===== src/rtl/card_board_sched.sv =====
// ---------------------------------------------------------------------------
// card_board_sched
//   Board-level scheduler for the single shared card drawer. Stores the face
//   id and face-up flag for every board slot and a dirty bit per slot. It
//   serialises redraws by picking dirty slots in round-robin order, presenting
//   the slot origin, face and show flag to the drawer, pulsing draw and then
//   waiting for the drawer's done pulse (bounded by a timeout).
//
// Ports
//   Clock        in   system clock, rising edge
//   Resetn       in   asynchronous active-low reset
//   load         in   write face id into load_slot (clears show, marks dirty)
//   load_slot    in   slot index for load
//   load_face    in   face id 0..7
//   flip         in   write show flag into flip_slot (marks dirty)
//   flip_slot    in   slot index for flip
//   flip_show    in   1 = face up, 0 = card back
//   redraw_all   in   mark every slot dirty
//   drawer_done  in   drawer finished pulse
//   draw         out  one-cycle start pulse to the drawer
//   org_x/org_y  out  top-left pixel of the slot being drawn
//   card_num     out  face id of the slot being drawn
//   show         out  show flag of the slot being drawn
//   busy         out  any slot dirty or a draw in progress
//   frame_done   out  one-cycle pulse when the last dirty bit clears
//   timeout_err  out  sticky flag: drawer did not answer in time
// ---------------------------------------------------------------------------
module card_board_sched #(
    parameter int NSLOT   = 16,
    parameter int COLS    = 4,
    parameter int nX      = 8,
    parameter int nY      = 7,
    parameter int X0      = 8,
    parameter int Y0      = 10,
    parameter int PITCH_X = 20,
    parameter int PITCH_Y = 24,
    parameter int TIMEOUT = 1023,
    localparam int SW     = $clog2(NSLOT)
) (
    input  logic          Clock,
    input  logic          Resetn,
    input  logic          load,
    input  logic [SW-1:0] load_slot,
    input  logic [2:0]    load_face,
    input  logic          flip,
    input  logic [SW-1:0] flip_slot,
    input  logic          flip_show,
    input  logic          redraw_all,
    input  logic          drawer_done,
    output logic          draw,
    output logic [nX-1:0] org_x,
    output logic [nY-1:0] org_y,
    output logic [2:0]    card_num,
    output logic          show,
    output logic          busy,
    output logic          frame_done,
    output logic          timeout_err
);

    localparam int TW = $clog2(TIMEOUT + 1);

    typedef enum logic [1:0] {
        ST_IDLE  = 2'd0,
        ST_ISSUE = 2'd1,
        ST_WAIT  = 2'd2
    } state_t;

    state_t            state_r, state_s;
    logic [2:0]        face_r [NSLOT];
    logic [NSLOT-1:0]  face_up_r;
    logic [NSLOT-1:0]  dirty_r, dirty_s, clr_s, set_s;
    logic [SW-1:0]     rr_r, rr_s, cur_r, cur_s, pick_s;
    logic              found_s, tmo_hit_s;
    logic [TW-1:0]     tmo_r, tmo_s;

    logic              draw_r, show_r, busy_r, frame_done_r, timeout_err_r;
    logic [nX-1:0]     org_x_r;
    logic [nY-1:0]     org_y_r;
    logic [2:0]        card_num_r;

    function automatic logic [nX-1:0] org_x_of(input logic [SW-1:0] slot);
        logic [31:0] col_v;
        logic [31:0] sum_v;
        col_v = 32'(slot) % 32'(COLS);
        sum_v = 32'(X0) + col_v * 32'(PITCH_X);
        return sum_v[nX-1:0];
    endfunction

    function automatic logic [nY-1:0] org_y_of(input logic [SW-1:0] slot);
        logic [31:0] row_v;
        logic [31:0] sum_v;
        row_v = 32'(slot) / 32'(COLS);
        sum_v = 32'(Y0) + row_v * 32'(PITCH_Y);
        return sum_v[nY-1:0];
    endfunction

    // Round-robin search: first dirty slot at or after the rr pointer, wrapping.
    always_comb begin
        logic [SW-1:0] idx_v;
        found_s = 1'b0;
        pick_s  = {SW{1'b0}};
        idx_v   = {SW{1'b0}};
        for (int i = 0; i < NSLOT; i++) begin
            idx_v = rr_r + SW'(i);
            if (!found_s && dirty_r[idx_v]) begin
                found_s = 1'b1;
                pick_s  = idx_v;
            end else begin
                pick_s  = pick_s;
            end
        end
    end

    // Dirty-set requests from game logic for this cycle.
    always_comb begin
        set_s = {NSLOT{1'b0}};
        if (redraw_all) begin
            set_s = {NSLOT{1'b1}};
        end else begin
            set_s = {NSLOT{1'b0}};
        end
        if (load) begin
            set_s[load_slot] = 1'b1;
        end else begin
            set_s = set_s;
        end
        if (flip) begin
            set_s[flip_slot] = 1'b1;
        end else begin
            set_s = set_s;
        end
    end

    // Scheduler next-state logic; done takes priority over a coincident timeout.
    always_comb begin
        state_s   = state_r;
        rr_s      = rr_r;
        cur_s     = cur_r;
        tmo_s     = tmo_r;
        clr_s     = {NSLOT{1'b0}};
        tmo_hit_s = 1'b0;
        case (state_r)
            ST_IDLE: begin
                if (found_s) begin
                    state_s = ST_ISSUE;
                    cur_s   = pick_s;
                end else begin
                    state_s = ST_IDLE;
                end
            end
            ST_ISSUE: begin
                state_s = ST_WAIT;
                tmo_s   = {TW{1'b0}};
            end
            ST_WAIT: begin
                if (drawer_done) begin
                    clr_s[cur_r] = 1'b1;
                    rr_s         = cur_r + SW'(1);
                    state_s      = ST_IDLE;
                end else if (tmo_r == TW'(TIMEOUT)) begin
                    tmo_hit_s = 1'b1;
                    rr_s      = cur_r + SW'(1);
                    state_s   = ST_IDLE;
                end else begin
                    tmo_s = tmo_r + TW'(1);
                end
            end
            default: begin
                state_s = ST_IDLE;
            end
        endcase
    end

    // A set in the same cycle as the clear keeps the slot dirty.
    assign dirty_s = (dirty_r & ~clr_s) | set_s;

    // Scheduler state, pointers, timeout counter and dirty bits.
    always_ff @(posedge Clock or negedge Resetn) begin
        if (!Resetn) begin
            state_r <= ST_IDLE;
            rr_r    <= {SW{1'b0}};
            cur_r   <= {SW{1'b0}};
            tmo_r   <= {TW{1'b0}};
            dirty_r <= {NSLOT{1'b1}};
        end else begin
            state_r <= state_s;
            rr_r    <= rr_s;
            cur_r   <= cur_s;
            tmo_r   <= tmo_s;
            dirty_r <= dirty_s;
        end
    end

    // Board contents; the later flip assignment gives flip priority on show.
    always_ff @(posedge Clock or negedge Resetn) begin
        if (!Resetn) begin
            for (int i = 0; i < NSLOT; i++) begin
                face_r[i] <= 3'd0;
            end
            face_up_r <= {NSLOT{1'b0}};
        end else begin
            if (load) begin
                face_r[load_slot]    <= load_face;
                face_up_r[load_slot] <= 1'b0;
            end
            if (flip) begin
                face_up_r[flip_slot] <= flip_show;
            end
        end
    end

    // Registered drawer interface and status outputs.
    always_ff @(posedge Clock or negedge Resetn) begin
        if (!Resetn) begin
            draw_r        <= 1'b0;
            org_x_r       <= {nX{1'b0}};
            org_y_r       <= {nY{1'b0}};
            card_num_r    <= 3'd0;
            show_r        <= 1'b0;
            busy_r        <= 1'b0;
            frame_done_r  <= 1'b0;
            timeout_err_r <= 1'b0;
        end else begin
            draw_r <= (state_s == ST_ISSUE);
            if ((state_r == ST_IDLE) && found_s) begin
                org_x_r    <= org_x_of(pick_s);
                org_y_r    <= org_y_of(pick_s);
                card_num_r <= face_r[pick_s];
                show_r     <= face_up_r[pick_s];
            end
            busy_r        <= (|dirty_s) | (state_s != ST_IDLE);
            frame_done_r  <= (|clr_s) & (dirty_s == {NSLOT{1'b0}});
            timeout_err_r <= timeout_err_r | tmo_hit_s;
        end
    end

    assign draw        = draw_r;
    assign org_x       = org_x_r;
    assign org_y       = org_y_r;
    assign card_num    = card_num_r;
    assign show        = show_r;
    assign busy        = busy_r;
    assign frame_done  = frame_done_r;
    assign timeout_err = timeout_err_r;

endmodule

===== config.mk =====
export PLATFORM = sky130hd
export DESIGN_NAME = card_board_sched
export DESIGN_NICKNAME = d
export VERILOG_FILES = /design/src/rtl/card_board_sched.sv
export SDC_FILE = /design/constraint.sdc
export NUM_CORES = 1
export LEC_CHECK = 0
export BUFFER_PORTS_ARGS = -buffer_cell sky130_fd_sc_hd__buf_2
export CAP_MARGIN = 20
export CORE_ASPECT_RATIO = 2
export CORE_UTILIZATION = 58
export CTS_BUF_LIST = sky130_fd_sc_hd__clkbuf_4 sky130_fd_sc_hd__clkbuf_8
export DETAILED_ROUTE_END_ITERATION = 12
export MAX_ROUTING_LAYER = met4
export PLACE_DENSITY = 0.79
export SKIP_LAST_GASP = 1
export SLEW_MARGIN = 20
export SYNTH_ARGS = -nofsm -noshare
export SYNTH_HDL_FRONTEND = slang
export SYNTH_SLANG_ARGS = --single-unit

===== constraint.sdc =====
create_clock -name Clock -period 4.75 [get_ports Clock]
set_input_delay 1.1875 -clock Clock [delete_from_list [all_inputs] [get_ports Clock]]
set_output_delay 1.1875 -clock Clock [all_outputs]
set_load 0.02 [all_outputs]

==> results of run 1 <==
[where the power goes]
group | total (mW) | switching [mW] | internal (mW)
clock network | 0.946 | 0.453 | 0.493
logic | 3.04 | 1.83 | 1.20
registers | 1.40 | 0.176 | 1.22
total | 5.38 | 2.46 | 2.92
[sequential cells by signal, summed over array words and instances, names as in the netlist]
signal / flops
busy: 1
card_num: 3
cur_r: 4
dirty_r: 16
draw: 1
face_r: 48
face_up_r: 16
frame_done: 1
org_x: 4
org_y: 5
rr_r: 4
show: 1
state_r: 2
timeout_err: 1
tmo_r: 10
[cell type report]
type                       instances  area share
clock buffer                      19      0.0287
clock inverter                    13      0.0165
timing repair buffer              61      0.0466
tap                              155      0.0218
sequential                       117       0.331
multi-input combinational        624       0.548
inverter                          16     0.00675
[layout by cell type (no fill, tap or decap), types with 15 or more instances in the layout]
cell type  count
a21oi_1       24
buf_2         34
buf_4         23
clkbuf_8      18
dfrtp_1      101
dfstp_2       16
mux2_2        70
mux2i_1       64
mux4_2        25
nand2_1       82
nand2b_1      15
nand3_1       20
nor2_1        76
o21ai_0       40
[worst max-delay path, cell delays in order, from the launching register on]
cell and delay (ns):
dfrtp_1 0.39, inv_1 0.13, ha_1 0.62, mux4_2 0.39
mux2_2 0.34, a211oi_1 0.25, buf_4 0.20, nand2_1 0.15
a211oi_1 0.25, o21ai_0 0.19, a21oi_1 0.49, o41ai_2 0.18
o21a_1 0.21, inv_1 0.16, ha_1 0.27, xnor2_1 0.16
o21ai_0 0.10
[per-layer routing]
layer	wire, microns	global-route usage	share of wire
met5	0	-	0
met4	2390	0.298	0.095
met3	1210	0.0574	0.048
met2	13600	0.671	0.54
met1	7970	0.344	0.32
[repair_timing]
action	4_1_cts	5_1_grt
buffers inserted	0	2
setup endpoints to repair	0	5
gates resized for setup	0	4
[per-stage QoR]
step	area (sq um)	util	setup slack, ns	TNS [ns]	power [mW]
after floorplan	8120	-	0.244	0	3.53
after CTS	8850	0.655	0.200	0	5.29
after global placement	8450	0.625	0.261	0	4.27
after detailed placement	8450	0.625	0.218	0	4.35
final	8890	0.658	0.117	0	5.38
after global routing	8890	0.658	-0.0235	-0.0457	5.63
[final timing paths]
path	cells after the start	from	slack, ns	to
setup / recovery	16	rr_r[1]	0.12	org_y[4]
min in group asynchronous	1	Resetn	0.80	face_r[33]
setup reg to reg	16	rr_r[1]	0.12	org_y[4]
hold / removal	1	org_y[1]	0.47	org_y[1]
max in group asynchronous	2	Resetn	3.11	dirty_r[11]
hold reg to reg	1	org_y[1]	0.47	org_y[1]
[cell families after synthesis]
group,Yosys count,share of synthesized area
buffers and inverters,57,0.0397
AO/OA/AOI/OAI,154,0.136
multiplexers,164,0.254
adder cells (fa/ha/maj),14,0.0216
other,1,0.000463
flip-flops,117,0.364
AND/OR/NAND/NOR,268,0.163
XOR/XNOR,19,0.0215
==> qor.yml, run 1 <==
die-area_sq_um: 14500
cts_made_buffers: 17
multi_input_area_sq_um: 4880
wirelength_mm: 25.2
clock.fmax_mhz: 216
synth_area_leaders: "dfrtp_1, mux2_2, mux2i_1"
slew_viol_final: 0
dp_hpwl_mm: 19.0
synth_commonest_cells: "dfrtp_1, nand2_1, nor2_1"
hold_viol: 0
die_w_microns: 85.6
fin_cells: 1005
drtPass1Iterations: 5
clkLatencyLatePin_ns: 0.44
n_antenna_cell: 0
grt_pass1_wl_mm: 38.4
gp_congestion: 1.06
synth_edf_count: 0
avgSynthCellArea_sq_um: 10.2
grt_pass1_vias: 7007
fin_crit_sh: 0.975
routed_via_density: 6.78
core_sq_um: 13500
rows: 60
cp_max_fo: 10
h-tree-depth: 4
fillers: 1055
grt-ovfl-total: 0
period_minus_slack_ns: 4.63
yosysMostFrequentCell: "dfrtp_1"
synth_flop_cell: "dfrtp_1"
root_buffer: "clkbuf_8"
drcViolationCount: 0
seqCellArea_sq_um: 2950
yosysWarnings: 0
worst-setup-path-type: "reg -> reg"
critPathArrivalTime_ns: 4.93
wl_per_cell_microns: 25.1
endpoint_kind: "register"
synth_area_leader_cell: "dfrtp_1"
ir_worst_vdd_v: 0.000421
synth_area_sq_um: 8100
num_vias: 6809
cts_tree: "yes"
synth_cell_types: 79
fin_skew_ns: 0.0179
setup_viol: 0
io_pins: 41
drtAntennaViolNets: 0
drt_iter0_markers: 589
p_leak_nw: 3.75
min_path_type: "reg -> reg"
p_per_area_nw_per_um2: 605
antenna_found_initial: 0
slew_headroom: 0.472
critPathRequiredTime_ns: 5.04
yosysSeqAreaShare: 0.364
yosysTopAreaCellShare: 0.312
clock_sink_count: 117
tightestPinTransition_ns: 0.792
drive_above_1_share: 0.281
postCtsHoldBufs: 0
initial_core_util: 0.600
hold_slack_ns: 0.465
dieHeight_microns: 169
numPortBuffers: 35
place_inst: 971
worstSetupStartpointType: "register"
ys_ff_latch: 117
status: "finished clean"
area_delta_synth_final_pct: 9.76
maxCapViolCount: 0
grt_start_max_net_pins: 88
grtUsageTotal: 0.375
clkTransAtPathRegs_ns: 0.08
cts_buffer_depth: 2
netlist_instances: 794
nNetsFinal: 869
synthArstFlopShare: 1.00
Power figures use the tool's default switching activity.
==> inputs of run 2 (changes only) <==
- ABC_AREA: default -> 1
- MAX_ROUTING_LAYER: met4 -> default
==> qor.yml, run 2 <==
status: "finished clean"
slew_headroom: 0.476
n_antenna_cell: 0
yosysWarnings: 0
gp_congestion: 0.992
postCtsHoldBufs: 0
synthArstFlopShare: 1.00
fillers: 1174
synth_area_sq_um: 7630
layout_common_cells: "nand2_1, nand3_1, nor2_1"
die_w_microns: 83.1
r2r-start: "rr_r[2]"
grt_start_max_net_pins: 60
cts_tree: "yes"
critPathArrivalTime_ns: 4.50
fin_crit_sh: 0.866
routed_via_density: 5.89
synth_edf_count: 0
cts_buffer_depth: 2
maxCapViolCount: 0
worstSetupStartpointType: "register"
clkLatencyLatePin_ns: 0.45
root_buffer: "clkbuf_8"
min_path_type: "reg -> reg"
yosysSeqAreaShare: 0.387
cts_resized: 0
synth_commonest_cells: "nand2_1, nand3_1, nor2_1"
drt_iter0_markers: 512
nNetsFinal: 1153
numPortBuffers: 35
regMostFlops: "face_r"
post-cts-setup-buffer-count: 0
clock.fmax_mhz: 243
synth_area_leader_cell: "dfrtp_1"
area_delta_synth_final_pct: 8.91
hold_viol: 0
dieHeight_microns: 164
num_vias: 7565
clkTransAtPathRegs_ns: 0.08
cts_made_buffers: 17
critPathRequiredTime_ns: 5.14
drive_above_1_share: 0.116
min-delay-start: "org_y[1]"
io_pins: 41
rsz0062_at_grt: "no"
final_common_cell: "nand2_1"
grt-ovfl-total: 0
netlist_instances: 1084
grt_pass1_vias: 7690
drcViolationCount: 0
setup_tns_ns: 0
core_sq_um: 12700
grtUsageTotal: 0.375
tightestPinTransition_ns: 0.785
yosysTopAreaCellShare: 0.331
fin_skew_ns: 0.0173
wl_per_cell_microns: 19.1
dp_slack_ns: 0.676
worst-setup-path-type: "reg -> reg"
synth_flop_cell: "dfrtp_1"
wirelength_mm: 24.5
yosysMostFrequentCell: "nand2_1"
synth_area_leaders: "dfrtp_1, nand2_1, nand3_1"
drtAntennaViolNets: 0
ys_ff_latch: 117
period_minus_slack_ns: 4.11
h-tree-depth: 4
drtPass1Iterations: 6
grt_pass1_wl_mm: 38.6
clock_sink_count: 117
fin_ws_ns: 0.638
largest_reg_flops: 48
reg_top3: "face_r: 48 flops, dirty_r: 16 flops, face_up_r: 16 flops"
antenna_found_initial: 0
setup_viol: 0
cp-startpoint: "rr_r[2]"
initial_core_util: 0.600
die-area_sq_um: 13600
synth_cell_types: 43
dp_hpwl_mm: 18.4
slew_viol_final: 0
avgSynthCellArea_sq_um: 7.04
cp_max_fo: 33
rows: 58
endpoint_kind: "register"
==> run 2: cell types whose count changed after synthesis, moves of 9 or more <==
cell / change
nand3_1: +140
o21ai_0: +20
nand4_1: +10
nand2b_1: -15
mux2_2: -70
clkbuf_1: -9
nand2_1: +244
mux2i_1: -64
a31oi_1: -9
inv_1: +94
mux4_2: -25
nor2_1: +37
==> run 2: cell families (layout without fill, tap and decap cells) <==
logic type               Yosys count  in the layout  synth area share
adder cells (fa/ha/maj)           14             14            0.0230
AND/OR/NAND/NOR                  657            657             0.385
AO/OA/AOI/OAI                    125            125            0.0938
other                              1              5          0.000492
flip-flops                       117            117             0.387
buffers and inverters            151            197            0.0883
XOR/XNOR                          19             19            0.0228
==> run 2: layout make-up <==
cell class / count / area (sq um) / share of cell area
inverter: 115 / 433 / 0.0521
sequential: 117 / 2950 / 0.355
tap: 150 / 188 / 0.0226
clock inverter: 13 / 146 / 0.0176
clock buffer: 19 / 255 / 0.0307
timing repair buffer: 50 / 315 / 0.0380
multi-input combinational: 820 / 4020 / 0.484
==> run 2: path summary, 6_finish.rpt <==
path / to / slack [ns] / cells after the start
max: card_num[1] / 0.64 / 22
min: org_y[1] / 0.46 / 1
max reg2reg: card_num[1] / 0.64 / 22
min reg2reg: org_y[1] / 0.46 / 1
max in group asynchronous: dirty_r[15] / 3.00 / 2
min in group asynchronous: face_r[47] / 0.81 / 1
==> run 2: worst max-delay path, stage by stage, from the launching register on <==
cell	delay (ns)
dfrtp_1	0.58
ha_1	0.29
xor2_1	0.50
inv_1	0.18
nand3_1	0.13
nand2_1	0.20
nand4_4	0.18
nor2_4	0.05
nand3_1	0.17
nand4_1	0.17
nor2_1	0.14
nand2_1	0.07
nor2_1	0.26
nand3_2	0.20
nand2_4	0.34
nand2_1	0.10
nand2_1	0.10
nand2_1	0.07
nand2_1	0.08
nand2_1	0.05
nand2_1	0.05
nand2_1	0.05
nand3_1	0.08
==> run 2: metrics by stage <==
stage,instance area (sq um),hold WS [ns],utilization,std cells
floorplan,7640,0.453,-,1088
global placement,7900,0.447,0.622,1252
detailed placement,7900,0.453,0.622,1252
CTS,8310,0.471,0.654,1284
global route,8310,0.502,0.654,1284
finish,8310,0.464,0.654,1284
==> run 2: routing by layer <==
metal  track usage  vias to the layer above  wire length, microns
met5             0                        -                     0
met4         0.362                        0                  2540
met3        0.0744                      134                  1300
met2         0.693                      325                 12900
met1         0.330                     3516                  7760
li1              -                     3590                     -
Power of run 2 is left out: the tool's default activity adds up to more than one toggle a clock period on the data nets, which glitch-free logic cannot reach.
